**src/rtl/logic_unit_pkg.sv**
```systemverilog
// Shared opcode encodings and widths for the pipelined bitwise logic unit.
package logic_unit_pkg;
    localparam int OP_W   = 3;
    localparam int STAT_W = 16;

    localparam logic [OP_W-1:0] OP_AND   = 3'd0;
    localparam logic [OP_W-1:0] OP_OR    = 3'd1;
    localparam logic [OP_W-1:0] OP_XOR   = 3'd2;
    localparam logic [OP_W-1:0] OP_NOTB  = 3'd3;
    localparam logic [OP_W-1:0] OP_NAND  = 3'd4;
    localparam logic [OP_W-1:0] OP_NOR   = 3'd5;
    localparam logic [OP_W-1:0] OP_XNOR  = 3'd6;
    localparam logic [OP_W-1:0] OP_PASSA = 3'd7;
endpackage

```
**src/rtl/logic_unit_func.sv**
```systemverilog
// Combinational eight-function bitwise unit (a, b, op -> y); zero latency, no flow control.
module logic_unit_func
    import logic_unit_pkg::*;
#(
    parameter int WIDTH = 8
) (
    input  logic [WIDTH-1:0] a,
    input  logic [WIDTH-1:0] b,
    input  logic [OP_W-1:0]  op,
    output logic [WIDTH-1:0] y
);
    always_comb begin
        y = '0;
        case (op)
            OP_AND:  y = a & b;
            OP_OR:   y = a | b;
            OP_XOR:  y = (a & b) ^ (a | b);
            OP_NOTB: y = ~b;
            OP_NAND: y = ~(a & b);
            OP_NOR:  y = ~(a | b);
            OP_XNOR: y = ~(a ^ b);
            default: y = a;    // OP_PASSA, the only remaining encoding
        endcase
    end
endmodule

```
**src/rtl/logic_unit_pipe.sv**
```systemverilog
// Two-stage pipelined bitwise logic unit with parity/zero flags; accept-to-output latency 2, 1/cycle.
// Valid/ready backpressure, bubbles collapse; LOGIC_UNIT_PIPE_STATS_EN adds transfer/stall counters.
module logic_unit_pipe
    import logic_unit_pkg::*;
#(
    parameter int WIDTH = 8
) (
    input  logic             clk,
    input  logic             rst,
    input  logic             in_valid,
    output logic             in_ready,
    input  logic [WIDTH-1:0] in_a,
    input  logic [WIDTH-1:0] in_b,
    input  logic [OP_W-1:0]  in_op,
    output logic             out_valid,
    input  logic             out_ready,
    output logic [WIDTH-1:0] out_y,
    output logic             out_parity,
    output logic             out_zero,
`ifdef LOGIC_UNIT_PIPE_STATS_EN
    input  logic              stat_clr,
    output logic [STAT_W-1:0] stat_xfers,
    output logic [STAT_W-1:0] stat_stalls,
`endif
    output logic [OP_W-1:0]  out_op
);
    logic             s1_v;
    logic [WIDTH-1:0] s1_y;
    logic [OP_W-1:0]  s1_op;
    logic             s2_v;
    logic [WIDTH-1:0] func_y;
    logic             adv1;
    logic             adv2;
    logic             accept;

    // in_ready depends only on pipeline state, never on in_valid.
    assign adv2      = !s2_v | out_ready;
    assign adv1      = !s1_v | adv2;
    assign in_ready  = adv1;
    assign accept    = in_valid & in_ready;
    assign out_valid = s2_v;

    logic_unit_func #(.WIDTH(WIDTH)) u_func (
        .a  (in_a),
        .b  (in_b),
        .op (in_op),
        .y  (func_y)
    );

    always_ff @(posedge clk or posedge rst) begin
        if (rst) begin
            s1_v  <= 1'b0;
            s1_y  <= '0;
            s1_op <= '0;
        end else if (adv1) begin
            s1_v <= accept;
            if (accept) begin
                s1_y  <= func_y;
                s1_op <= in_op;
            end
        end
    end

    always_ff @(posedge clk or posedge rst) begin
        if (rst) begin
            s2_v       <= 1'b0;
            out_y      <= '0;
            out_op     <= '0;
            out_parity <= 1'b0;
            out_zero   <= 1'b1;
        end else if (adv2) begin
            s2_v <= s1_v;
            if (s1_v) begin
                out_y      <= s1_y;
                out_op     <= s1_op;
                out_parity <= ^s1_y;
                out_zero   <= (s1_y == '0);
            end
        end
    end

`ifdef LOGIC_UNIT_PIPE_STATS_EN
    localparam logic [STAT_W-1:0] STAT_MAX = {STAT_W{1'b1}};

    always_ff @(posedge clk or posedge rst) begin
        if (rst) begin
            stat_xfers  <= '0;
            stat_stalls <= '0;
        end else if (stat_clr) begin
            stat_xfers  <= '0;
            stat_stalls <= '0;
        end else begin
            if (out_valid && out_ready && stat_xfers != STAT_MAX)
                stat_xfers <= stat_xfers + 1'b1;
            if (out_valid && !out_ready && stat_stalls != STAT_MAX)
                stat_stalls <= stat_stalls + 1'b1;
        end
    end
`endif
endmodule

```
**config.mk**
```make
export PLATFORM = sky130hd
export DESIGN_NAME = logic_unit_pipe
export DESIGN_NICKNAME = d
export VERILOG_FILES = /design/src/rtl/logic_unit_pkg.sv /design/src/rtl/logic_unit_func.sv /design/src/rtl/logic_unit_pipe.sv
export SDC_FILE = /design/constraint.sdc
export NUM_CORES = 1
export LEC_CHECK = 0
export BUFFER_PORTS_ARGS = -buffer_cell sky130_fd_sc_hd__buf_2
export CORE_ASPECT_RATIO = 0.6
export CORE_MARGIN = 2
export CORE_UTILIZATION = 50
export CTS_CLUSTER_DIAMETER = 80
export DETAILED_ROUTE_END_ITERATION = 10
export GPL_ROUTABILITY_DRIVEN = 0
export MAX_ROUTING_LAYER = met4
export PLACE_DENSITY = 0.76
export SLEW_MARGIN = 20
export SYNTH_ARGS = -nofsm -noshare
export SYNTH_HDL_FRONTEND = slang
export SYNTH_SLANG_ARGS = --single-unit
```
**constraint.sdc**
```tcl
create_clock -name clk -period 1.5 [get_ports clk]
set_input_delay 0.3 -clock clk [delete_from_list [all_inputs] [get_ports clk]]
set_output_delay 0.3 -clock clk [all_outputs]
set_load 0.01 [all_outputs]
```
==> results.txt <==
----------------------------------------------------
[Die]
  Overall die width ... 83.4 um
  Number of rows in the core area ... 17
  Full die area ... 0.00430 mm2
  Initial core utilization ... 51.9%
  DIE HEIGHT ... 51.6 um
  Count of boundary I/O pins ... 38
  Area of the core ... 0.00364 mm2

[Synthesis]
  Primary flip-flop cell chosen by synthesis mapping ... sky130_fd_sc_hd__dfrtp_1
  Net Count, Synth ... 249
  Cell variety after synth ... 34
  Proportion of synthesized chip area in sequential cells ... 34.5%
  Number of flops mapped to enable cells by yosys ... 0
  Post-synthesis async set-or-reset flop share ... 100%
  Yosys warning total ... 0
  Cell area after synthesis ... 0.00189 mm2
  Cell type contributing the most total cell area after synthesis ... sky130_fd_sc_hd__dfrtp_1
  Synth Area per Inst ... 9.17 um2
  Most instantiated library cell after synthesis ... sky130_fd_sc_hd__inv_1
  Register bit count reported by yosys ... 26
  Area fraction of the dominant cell type after synthesis ... 33.1%
  Cells after Synth ... 206
  Most numerous cell types in the synthesized netlist ... sky130_fd_sc_hd__inv_1 (26), sky130_fd_sc_hd__dfrtp_1 (25), sky130_fd_sc_hd__nand2_1 (23)
  Ranking of synthesized cells by area ... sky130_fd_sc_hd__dfrtp_1 (33%), sky130_fd_sc_hd__ha_1 (13%), sky130_fd_sc_hd__inv_1 (5.2%), sky130_fd_sc_hd__xor2_1 (5.1%), sky130_fd_sc_hd__nand2_1 (4.6%)

[GRT]
  Routing layer with the top usage in global route ... met2
  Pin count of the biggest net entering global routing ... 22
  All-layer global routing usage ... 20.2%
  Met1 track utilization from global routing ... 27.7%
  Number of global-route vias before repair ... 1473
  First-pass GRT wire length ... 6.70 mm
  Initial antenna violation count ... 0
  Sum of overflow across all layers after global routing ... 0
  GR Util met2 ... 30.2%
  Met3 Use GR ... 4.76%

[Final layout]
  Final-stage net count ... 295
  Fraction of final layout cells with drive strength greater than 1 ... 27.1%
  Footprint of the multi-input gates ... 0.00106 mm2
  Sequential Area ... 652 um2
  # fillers ... 321
  Area Overhead vs Synth ... 18.9%
  Inserted Diodes ... 0
  Final design instance area without fill ... 0.00225 mm2

[Clock network]
  Quantity of gates resized following cts ... 0
  Clock transition at the registers of the reported paths ... 0.09 ns
  Buffers inserted during post-CTS setup optimization ... 0
  Count of H-tree levels built during CTS ... 1
  CTS Root Cell ... sky130_fd_sc_hd__clkbuf_8
  CTS max path bufs ... 2
  Clock insertion delay at the later pin of the skew report ... 0.28 ns
  Hold buffer count at cts ... 0
  Total CTS buffers ... 3
  Clock tree sinks ... 26
  CTS tree ... done

[STA]
  Top achievable clock speed ... 772 MHz
  Slew at the pin with the worst max-slew slack ... 0.495 ns
  Final clock skew ... 0.00804 ns
  Post-layout minimum cycle time ... 1.30 ns
  RSZ-0062 raised after global routing ... no
  Final setup violation count ... 0
  Max-slew headroom ... 66.9%
  Final-layout worst hold slack ... 0.0258 ns
  Fin crit share ... 86.3%
  Final number of hold-violating endpoints ... 0
  Min setup slack post-route ... 0.205 ns
  Final Slew Violations ... 0

[Detailed routing]
  WL/cell ... 13.1 um
  Vias ... 1545
  DRC Markers ... 0
  Final wirelength ... 3.89 mm
  1st-pass router iterations ... 4
  Routed via count divided by cell count ... 5.18
  Count of antenna-violating nets left after detailed routing ... 0
  DR iter-0 viols ... 49

[Critical path]
  Type of element launching the critical path ... primary input
  Critical Path, Cell by Cell ... buf_2 -> inv_1 -> ha_1 -> xor2_1 -> o211a_1 -> o32ai_1 -> o21ai_0
  Largest incremental delay on the critical path ... 0.30 ns
  Data arrival, critical path ... 1.46 ns
  Flop-to-flop setup slack ... 0.26 ns
  Max Fanout on Critical Path ... 3
  Launch instance of the worst register-to-register path ... s1_y[7]$_DFFE_PP0P_
  Critical path startpoint ... in_a[7]
  Worst Setup Path Type ... in -> reg
  Endpoint class of the critical path ... register
  Critical-path cell with the highest stage delay ... sky130_fd_sc_hd__ha_1
  Worst path required time ... 1.66 ns

[Status]
  Result of the run ... finished clean

[Pwr]
  Worst voltage drop across the vdd grid ... 0.000569 V
  Standby leakage power ... 1.13 nW
  Areal power density over the cells ... 938 mW/mm2

[Placed design]
  Placed cell area ... 0.00219 mm2
  Count of input and output buffers ... 37
  Worst setup slack before clock tree synthesis ... -0.0998 ns
  Final HPWL from detailed placement ... 3.13 mm

[Run]
  Max-capacitance violation count ... 0

[Hold path]
  Worst Hold Class ... in -> async

----------------------------------------------------
[area by class of cell]
cell class,instances,share of cell area (%)
well taps,47,2.62
inverters,26,4.34
clock buffers,4,2.45
multi-input cells,141,47.1
repair buffers,54,14.5
flip-flops and latches,26,29.0
[critical path, delay by kind of cell]
kind / cells / cell delay [ns]
xor gates and xnor gates: 1 / 0.15
buffers and inverters: 2 / 0.14
adders and majority gates: 1 / 0.30
AOI/OAI and AO/OA: 3 / 0.56
[kinds of logic (layout without fill, tap and decap cells)]
logic type | after synthesis | count (layout) | synth area share, %
buf+inv | 39 | 84 | 9.47
compound gates | 47 | 47 | 16.8
mux | 5 | 5 | 2.98
fa+ha+maj | 20 | 20 | 13.2
flops | 26 | 26 | 34.5
xor+xnor | 16 | 16 | 7.42
simple gates | 53 | 53 | 15.6
[registers in the layout, summed over array words and instances (netlist names)]
signal,flops
out_parity,1
s1_op,3
s1_y,8
out_valid,1
out_op,3
out_y,8
s1_v,1
out_zero,1
[metal layers]
metal,wire length [um],up-vias
met4,34,0
met1,1990,713
li1,-,791
met2,1680,35
met5,0,-
met3,188,6
[metrics by stage]
step / cells / power (mW) / util [%] / TNS (ns)
2_1_floorplan: 206 / 1.41 / - / 0
3_3_place_gp: 294 / 1.64 / 60.3 / -0.0711
3_5_place_dp: 294 / 1.67 / 60.3 / -0.254
4_1_cts: 298 / 2.13 / 61.8 / 0
5_1_grt: 298 / 2.27 / 61.8 / 0
6_report: 298 / 2.11 / 61.8 / 0
[power by group]
part / switching (mW) / leakage (nW) / internal (mW)
registers: 0.0699 / 0.315 / 0.842
logic: 0.383 / 0.784 / 0.352
clock network: 0.226 / 0.0288 / 0.235
[layout by cell type (no fill, tap or decap)]
cell                        count
sky130_fd_sc_hd__dfrtp_1       25
sky130_fd_sc_hd__nor2_1         4
sky130_fd_sc_hd__nand2_1       23
sky130_fd_sc_hd__a221oi_1       5
sky130_fd_sc_hd__o21ai_1        4
sky130_fd_sc_hd__o211a_1        1
sky130_fd_sc_hd__buf_2         37
sky130_fd_sc_hd__o31ai_2        2
sky130_fd_sc_hd__nand4_1        1
sky130_fd_sc_hd__o211ai_1       7
sky130_fd_sc_hd__xnor2_1        5
sky130_fd_sc_hd__nand3_1        1
sky130_fd_sc_hd__or3b_1         1
sky130_fd_sc_hd__o32ai_1        1
sky130_fd_sc_hd__mux2_2         5
sky130_fd_sc_hd__o2bb2ai_1      5
sky130_fd_sc_hd__and3_1         1
sky130_fd_sc_hd__nor2b_1        2
sky130_fd_sc_hd__nor4b_1        4
sky130_fd_sc_hd__inv_1         26
sky130_fd_sc_hd__clkbuf_8       4
sky130_fd_sc_hd__nor4b_2        1
sky130_fd_sc_hd__and2_1         1
sky130_fd_sc_hd__o21ai_0       15
sky130_fd_sc_hd__ha_1          20
sky130_fd_sc_hd__buf_12         1
sky130_fd_sc_hd__a21oi_1        5
sky130_fd_sc_hd__or2_2          1
sky130_fd_sc_hd__o22ai_1        2
sky130_fd_sc_hd__nand3b_1       9
sky130_fd_sc_hd__xor2_1        11
sky130_fd_sc_hd__nand2b_1       4
sky130_fd_sc_hd__buf_4         16
sky130_fd_sc_hd__dfstp_2        1
[worst paths after layout]
check,end,cells past startpoint
min,out_y[1]$_DFFE_PP0P_,2
min reg2reg,out_zero$_DFFE_PP1P_,2
max,s1_y[7]$_DFFE_PP0P_,7
min in group clk,s1_v$_DFFE_PP0N_,2
max reg2reg,out_parity$_DFFE_PP0P_,5
max in group asynchronous,s1_y[3]$_DFFE_PP0P_,3
(Power assumes the default switching activity.)
